==> src/rtl/alu_seq.sv <==
// Handshaked sequential ALU: NOP..LSR plus ADC, registered Z/N/C/V flags,
// serial (1 bit/cycle) or barrel shifting, one operation in flight at a time.
module alu_seq #(
  parameter int WIDTH      = 16,
  parameter int SHIFT_MODE = 0
) (
  input  logic             Clock,
  input  logic             nReset,
  input  logic             InValid,
  output logic             InReady,
  input  logic [3:0]       Fn,
  input  logic [WIDTH-1:0] A,
  input  logic [WIDTH-1:0] B,
  output logic             OutValid,
  input  logic             OutReady,
  output logic [WIDTH-1:0] Result,
  output logic [3:0]       Flags,
  output logic [1:0]       DbgState
);
  localparam int SW = $clog2(WIDTH);

  localparam logic [3:0] FN_ACC = 4'd1;
  localparam logic [3:0] FN_MEM = 4'd2;
  localparam logic [3:0] FN_ADD = 4'd3;
  localparam logic [3:0] FN_SUB = 4'd4;
  localparam logic [3:0] FN_AND = 4'd5;
  localparam logic [3:0] FN_OR  = 4'd6;
  localparam logic [3:0] FN_NOT = 4'd7;
  localparam logic [3:0] FN_LSL = 4'd8;
  localparam logic [3:0] FN_LSR = 4'd9;
  localparam logic [3:0] FN_ADC = 4'd10;

  typedef enum logic [1:0] {
    S_IDLE  = 2'd0,
    S_EXEC  = 2'd1,
    S_SHIFT = 2'd2,
    S_DONE  = 2'd3
  } state_t;

  state_t           state_q, state_d;
  logic [3:0]       fn_q, fn_d;
  logic [WIDTH-1:0] a_q, a_d, b_q, b_d;
  logic [WIDTH-1:0] wrk_q, wrk_d;
  logic [SW-1:0]    cnt_q, cnt_d;
  logic [WIDTH-1:0] res_q, res_d;
  logic [3:0]       flags_q, flags_d;

  logic [WIDTH:0]   add_sum, sub_diff, lsl_ext, lsr_ext;
  logic [WIDTH-1:0] ex_res, sh_next;
  logic             ex_c, ex_v, ex_upd, sh_c;

  // Single-cycle datapath; the extra top/bottom bit of the shift vectors
  // holds the last bit shifted out. Flags are {Z,N,C,V}.
  always_comb begin
    add_sum  = {1'b0, a_q} + {1'b0, b_q} + {{WIDTH{1'b0}}, (fn_q == FN_ADC) & flags_q[1]};
    sub_diff = {1'b0, a_q} - {1'b0, b_q};
    lsl_ext  = {1'b0, a_q} << cnt_q;
    lsr_ext  = {a_q, 1'b0} >> cnt_q;
    ex_res   = a_q;
    ex_c     = flags_q[1];
    ex_v     = flags_q[0];
    ex_upd   = 1'b1;
    case (fn_q)
      FN_ACC, FN_MEM: ex_res = b_q;
      FN_ADD, FN_ADC: begin
        ex_res = add_sum[WIDTH-1:0];
        ex_c   = add_sum[WIDTH];
        ex_v   = (a_q[WIDTH-1] == b_q[WIDTH-1]) && (ex_res[WIDTH-1] != a_q[WIDTH-1]);
      end
      FN_SUB: begin
        ex_res = sub_diff[WIDTH-1:0];
        ex_c   = ~sub_diff[WIDTH];
        ex_v   = (a_q[WIDTH-1] != b_q[WIDTH-1]) && (ex_res[WIDTH-1] != a_q[WIDTH-1]);
      end
      FN_AND: ex_res = a_q & b_q;
      FN_OR:  ex_res = a_q | b_q;
      FN_NOT: ex_res = ~a_q;
      FN_LSL: if (cnt_q != '0) begin
        ex_res = lsl_ext[WIDTH-1:0];
        ex_c   = lsl_ext[WIDTH];
      end
      FN_LSR: if (cnt_q != '0) begin
        ex_res = lsr_ext[WIDTH:1];
        ex_c   = lsr_ext[0];
      end
      default: ex_upd = 1'b0;
    endcase
  end

  always_comb begin
    if (fn_q == FN_LSL) begin
      sh_next = wrk_q << 1;
      sh_c    = wrk_q[WIDTH-1];
    end else begin
      sh_next = wrk_q >> 1;
      sh_c    = wrk_q[0];
    end
  end

  // Handshake: an op is taken on any edge with InValid=1 while InReady=1 (IDLE);
  // the result is held while OutValid=1 until an edge sees OutReady=1.
  always_comb begin
    state_d = state_q;
    fn_d    = fn_q;
    a_d     = a_q;
    b_d     = b_q;
    wrk_d   = wrk_q;
    cnt_d   = cnt_q;
    res_d   = res_q;
    flags_d = flags_q;
    case (state_q)
      S_IDLE: begin
        if (InValid) begin
          fn_d  = Fn;
          a_d   = A;
          b_d   = B;
          wrk_d = A;
          cnt_d = B[SW-1:0];
          if (SHIFT_MODE == 0 && (Fn == FN_LSL || Fn == FN_LSR) && B[SW-1:0] != '0)
            state_d = S_SHIFT;
          else
            state_d = S_EXEC;
        end
      end
      S_EXEC: begin
        res_d = ex_res;
        if (ex_upd)
          flags_d = {ex_res == '0, ex_res[WIDTH-1], ex_c, ex_v};
        state_d = S_DONE;
      end
      S_SHIFT: begin
        wrk_d = sh_next;
        cnt_d = cnt_q - SW'(1);
        if (cnt_q == SW'(1)) begin
          res_d   = sh_next;
          flags_d = {sh_next == '0, sh_next[WIDTH-1], sh_c, flags_q[0]};
          state_d = S_DONE;
        end
      end
      S_DONE: begin
        if (OutReady)
          state_d = S_IDLE;
      end
      default: state_d = S_IDLE;
    endcase
  end

  always_ff @(posedge Clock or negedge nReset) begin
    if (!nReset) begin
      state_q <= S_IDLE;
      fn_q    <= '0;
      a_q     <= '0;
      b_q     <= '0;
      wrk_q   <= '0;
      cnt_q   <= '0;
      res_q   <= '0;
      flags_q <= '0;
    end else begin
      state_q <= state_d;
      fn_q    <= fn_d;
      a_q     <= a_d;
      b_q     <= b_d;
      wrk_q   <= wrk_d;
      cnt_q   <= cnt_d;
      res_q   <= res_d;
      flags_q <= flags_d;
    end
  end

  assign InReady  = (state_q == S_IDLE);
  assign OutValid = (state_q == S_DONE);
  assign Result   = res_q;
  assign Flags    = flags_q;
  assign DbgState = state_q;

endmodule
==> config.mk <==
export PLATFORM = sky130hd
export DESIGN_NAME = alu_seq
export DESIGN_NICKNAME = d
export VERILOG_FILES = /design/src/rtl/alu_seq.sv
export SDC_FILE = /design/constraint.sdc
export NUM_CORES = 1
export LEC_CHECK = 0
export ABC_CLOCK_PERIOD_IN_PS = 4200
export CORE_MARGIN = 2
export CORE_UTILIZATION = 40
export DETAILED_ROUTE_END_ITERATION = 12
export DONT_BUFFER_PORTS = 1
export HOLD_SLACK_MARGIN = 0.06
export SYNTH_ARGS = -nofsm -noshare
export SYNTH_HDL_FRONTEND = slang
export SYNTH_SLANG_ARGS = --single-unit
export TNS_END_PERCENT = 20
==> constraint.sdc <==
create_clock -name Clock -period 4.2 [get_ports Clock]
set_input_delay 0.21 -clock Clock [delete_from_list [all_inputs] [get_ports Clock]]
set_output_delay 0.21 -clock Clock [all_outputs]
set_load 0.03 [all_outputs]
### Word level (Yosys, flattened, before mapping)

Cells that the tools add are included.

| word-level totals | value |
|---|---|
| flip-flop bits (word level) | 78 |
| bits of input ports | 40 |
| output and inout port bits | 24 |
| word-level logic and storage cells | 95 |

| cells by class | value |
|---|---|
| $add $sub $neg | 4 |
| eq/ne operators | 27 |
| shift operators | 2 |
| multiplexer cells | 24 |
| bitwise logic cells | 6 |
| reduce and logical (&&, ||, !) cells | 22 |

Operators with widths:

| cell | count |
|---|---|
| $pmux 16 s8 | 1 |
| $mux 16 | 5 |
| $pmux 16 s2 | 2 |
| $logic_not 16->1 | 2 |
| $eq 4x4->1 const B | 5 |
| $add 16x16->17 | 1 |
| $add 17x1->17 | 1 |
| $shl 16x4->17 | 1 |
| $shr 17x4->17 | 1 |
| $sub 16x16->17 | 1 |
| $and 16x16->16 | 1 |
| $eq 4x3->1 const B | 4 |
| $not 16->16 | 1 |
| $or 16x16->16 | 1 |
| $pmux 4 s2 | 2 |
| $mux 4 | 3 |
| $reduce_or 10->1 | 1 |
| $eq 4x1->1 const B | 2 |
| $eq 4x2->1 const B | 2 |
| $mux 2 | 4 |
| $pmux 2 s4 | 1 |
| $reduce_bool 4->1 | 2 |
| $ne 2x2->1 const B | 3 |
| $ne 3x3->1 const B | 2 |
| 21 further kinds | 36 |

### Depth between registers and ports, before layout

| depth | value |
|---|---|
| depth in word-level cells | 8 |
| mapped depth | 18 |
| mapped depth without buffers | 14 |

### Least setup slack after synthesis

No wires, ideal clock.

| timing path | value |
|---|---|
| kind | reg-to-reg |
| from | register fn_q[1] |
| to | register flags_q[3] (netlist: Flags[3]) |
| setup time | 92 ps |
| arrival | 4380 ps |
| required time | 4108 ps |
| slack | -271 ps |
| stages on the path, launching flop included | 19 |
| buffers on the path | 5 |
| period minus slack after synthesis | 4471 ps |
| cell sequence | dfrtp_1 > buf_4 > buf_2 > buf_4 > buf_2 > buf_1 > nand4_1 > fa_1 > fa_1 > nor2b_1 > o211ai_1 > a31oi_1 > a221oi_1 > mux2i_1 > o32a_1 > nor3b_1 > and4b_1 > or4b_1 > o31ai_2 |

| between the ends | value |
|---|---|
| cells in the longest elaborated chain, start to end | 7 |
| elaborated cells on any way between the ends | 25 |
| classes of those cells | 1 x add/sub; 11 x eq/ne; 6 x mux; 1 x bitwise; 6 x reduce/logical |

Ends and longest elaborated chain:

| item | line | text |
|---|---|---|
| start, declared | 41 | `logic [3:0] fn_q, fn_d;` |
| start signal, assigned | 160 | `fn_q <= fn_d;` |
| $eq 4x4->1 | 55, 63 |  |
| $and 1x1->1 | 55 | `add_sum = {1'b0, a_q} + {1'b0, b_q} + {{WIDTH{1'b0}}, (fn_q == FN_ADC) & flags_q[1]};` |
| $add 17x1->17 | 55 |  |
| $pmux 16 s8 | 63 | `case (fn_q)` |
| $logic_not 16->1 | 128 | `flags_d = {ex_res == '0, ex_res[WIDTH-1], ex_c, ex_v};` |
| $mux 4 | 127 | `if (ex_upd)` |
| $pmux 4 s2 | 111 | `case (state_q)` |
| end signal, assigned | 166 | `flags_q <= flags_d;` |
| end, declared | 46 | `logic [3:0] flags_q, flags_d;` |

Parallel ways exist; a longest one is shown, timed or not. The select of a mux whose other input is x is not followed.
A chain may end at the register's enable or synchronous reset.

### Final worst setup path

| timing path | value |
|---|---|
| from | register a_q[1] |
| to | register flags_q[3] (netlist: Flags[3]) |

| between the ends | value |
|---|---|
| cells in the longest elaborated chain, start to end | 6 |
| elaborated cells on any way between the ends | 14 |
| classes of those cells | 3 x add/sub; 2 x shift; 5 x mux; 3 x bitwise; 1 x reduce/logical |

Ends and longest elaborated chain:

| item | line | text |
|---|---|---|
| start, declared | 42 | `logic [WIDTH-1:0] a_q, a_d, b_q, b_d;` |
| start signal, assigned | 152 | `a_q <= '0;` |
| start signal, assigned | 161 | `a_q <= a_d;` |
| $add 16x16->17, or another cell as far along | 55 |  |
| $add 17x1->17, or another cell as far along | 55 |  |
| $pmux 16 s8 * | 63 |  |
| $logic_not 16->1 * | 128 |  |
| $mux 4 * | 127 |  |
| $pmux 4 s2 * | 111 |  |

Every way passes the cells marked *; elsewhere a longest branch is shown, timed or not. The select of a mux whose other input is x is not followed.

==> metrics.json <==
{
  "outcome": {
    "run_status": "complete, no violations"
  },
  "drt": {
    "vias": 8927,
    "post-route-drc-count": 0,
    "routed_wirelength_mm": 34.5,
    "vias_per_std_cell": 6.41,
    "dr.first_iter.drc_count": 1211,
    "route.detailed.wl_per_inst_microns": 24.8,
    "dr.pass1.iters": 7,
    "ant_nets": 0
  },
  "grt": {
    "grt_pass1_wl_mm": 52.0,
    "grt_usage": 0.303,
    "antenna_found_initial": 2,
    "grt_start_max_net_pins": 79,
    "first_global_vias": 8220,
    "globalRouteOverflowTotal": 0
  },
  "critical_path": {
    "rrSetupSlack_ns": 0.16,
    "timing.critical_path.slowest_stage_cell": "sky130_fd_sc_hd__or4_1",
    "worst-endpoint-arrival_ns": 4.31,
    "worstPathCellList": "inv_1 -> ha_1 -> o21bai_1 -> a21oi_1 -> a221o_1 -> a21oi_1 -> o311ai_0 -> or4_1 -> nor3_1 -> and4b_1 -> or4b_1 -> o31ai_2",
    "top_cell_family_by_delay_on_the_critical_path": "simple AND/OR/NAND/NOR gates",
    "cp_slowest_stage_delay_ns": 0.61,
    "cp.required_ns": 4.47,
    "crit_top_cell": "sky130_fd_sc_hd__a21oi_1",
    "worst_setup_path_end_kind": "register",
    "criticalPathCategory": "reg -> reg",
    "startpoint_type": "register",
    "crit_path_max_fanout": 6,
    "buf_inv_stages_crit_path": 1
  },
  "clock_tree": {
    "h_tree_depth": 3,
    "cts_resized": 0,
    "clk_pin_slew_ns": 0.07,
    "cts_buffers": 9,
    "clock_tree.root_cell": "sky130_fd_sc_hd__clkbuf_16",
    "cts_tree": "yes",
    "clock_sink_count": 78,
    "clk_latency_ns": 0.36,
    "cts.path.max_buffers": 2,
    "post-cts-setup-buffer-count": 0
  },
  "timing": {
    "grt_setup_unrepaired": "no",
    "period_needed_ns": 4.04,
    "fmax_ghz": 0.247,
    "worst_slew_pin_slew_ns": 0.684,
    "slew_headroom": 0.538,
    "hold_ws_ns": 0.0596,
    "timing_max_transition_violations_final": 0,
    "timing.final.hold_violations": 0,
    "layout_worst_path_cycle_share": 0.963,
    "setup_viol_count_final": 0,
    "setup_total_negative_slack_ns": 0,
    "final.setup_skew_ns": 0.00777
  },
  "floorplan": {
    "die_h_microns": 152,
    "start_util": 0.403,
    "area_of_the_placeable_core_sq_um": 21600,
    "design.portCount": 64,
    "die_x_microns": 152,
    "design.die.area_sq_um": 23000,
    "placementRows": 54
  },
  "yosys": {
    "netlist.area_leader.share": 0.224,
    "synth.avg_cell_area_sq_um": 8.00,
    "syn-cell-area_sq_um": 8710,
    "share_of_synthesized_registers_carrying_an_async_set_or_reset": 1.00,
    "netlist_instances": 1090,
    "net_count_after_synthesis": 1187,
    "area_leader_netlist": "sky130_fd_sc_hd__dfrtp_1",
    "synth_warnings": 0,
    "synth_cell_types": 83,
    "synth_top_flop_cell": "sky130_fd_sc_hd__dfrtp_1",
    "yosysSeqAreaShare": 0.224,
    "ys_top_cells_by_area": "sky130_fd_sc_hd__dfrtp_1 22%, sky130_fd_sc_hd__ha_1 7.8%, sky130_fd_sc_hd__mux2_2 5.9%",
    "synth_seq_cells": 78,
    "edff_count_synth": 0
  },
  "final_layout": {
    "regArea_sq_um": 1950,
    "fill_count": 2159,
    "multi_input_comb_area_sq_um": 6110,
    "drive_above_1_share": 0.147,
    "area_growth_pct": 13.3,
    "final_common_cell": "sky130_fd_sc_hd__nand2_1",
    "final_nets": 1204,
    "most-common-layout-cells": "130 x sky130_fd_sc_hd__nand2_1, 95 x sky130_fd_sc_hd__o21ai_0, 82 x sky130_fd_sc_hd__a21oi_1"
  },
  "flow_run": {
    "max_cap_viol_count": 0
  },
  "place": {
    "gp_congestion": 1.07,
    "port_buffers": 0,
    "dp.final_hpwl_mm": 26.0
  },
  "min_path": {
    "worstHoldPathType": "in -> reg"
  }
}
-- cell type report --
cell class	instances	share of cell area
flip-flops and latches	78	0.198
well taps	280	0.0355
inverters	59	0.0224
clock buffers	9	0.0228
multi-input cells	858	0.619
diodes	1	0.000253
repair buffers	101	0.0920
clock inverters	7	0.0104
-- sequential cells by signal, indices dropped and copies added (netlist names) --
signal    cells
Flags         4
wrk_q        16
Result       16
a_q          16
DbgState      2
b_q          16
cnt_q         4
fn_q          4
-- cell families (layout without fill, tap and decap cells) --
kind of cell             after synthesis  after routing  synth area share
AO/OA/AOI/OAI                        361            361             0.277
XOR/XNOR                               6              6           0.00603
adder cells (fa/ha/maj)               59             59            0.0867
buffers and inverters                154            176            0.0784
flip-flops                            78             78             0.224
multiplexers                         102            102             0.153
other                                  0              1                 0
AND/OR/NAND/NOR                      330            330             0.175
-- final timing paths --
path	start	to	depth (start not counted)
worst max-delay path	a_q[1]	Flags[3]	12
worst min-delay path	A[0]	wrk_q[0]	2
worst max register to register	a_q[1]	Flags[3]	12
worst min register to register	wrk_q[0]	wrk_q[0]	2
max in group asynchronous	nReset	cnt_q[2]	2
min in group asynchronous	nReset	b_q[5]	2
-- routing by layer --
layer  part of all wire  wire length (microns)  track usage
met5            0.00023                      8            0
met4              0.039                   1350        0.105
met3               0.11                   3720       0.0967
met2               0.43                  14800        0.446
met1               0.43                  14700        0.419
-- metrics by stage --
stage          worst slack (ns)   util  instance area (sq um)  std cells
4_1_cts                   0.255  0.457                   9870       1392
2_1_floorplan            0.0457      -                   8730       1090
5_1_grt                  0.0509  0.457                   9870       1392
3_5_place_dp              0.259  0.423                   9150       1338
6_report                  0.157  0.457                   9870       1393
3_3_place_gp              0.320  0.423                   9150       1338
-- synthesized netlist by cell type, drive strengths merged (5+ instances only) --
cell type / number
and3: 6
a21o: 9
nor4: 10
o22ai: 13
nand4: 8
dfrtp: 78
nand2: 131
a211oi: 18
o22a: 6
o211ai: 12
mux2: 46
o32a: 10
mux2i: 37
or3: 8
o21ai: 96
o31ai: 12
nand3: 27
a221o: 6
nand2b: 7
nor2: 81
buf: 42
nor3: 12
a211o: 5
o311ai: 5
a21oi: 83
a221oi: 14
nor2b: 18
ha: 54
clkbuf: 53
mux4: 19
o41ai: 5
inv: 57
a31oi: 11
a22o: 5
-- timing repair --
item / 4_1_cts / 5_1_grt
setup endpoints to repair: 0 / 0
hold buffers: 38 / 0
hold endpoints to repair: 121 / 0
Power is left out: the tool's default activity adds up to more than one toggle a clock period on the data nets, which glitch-free logic cannot reach.
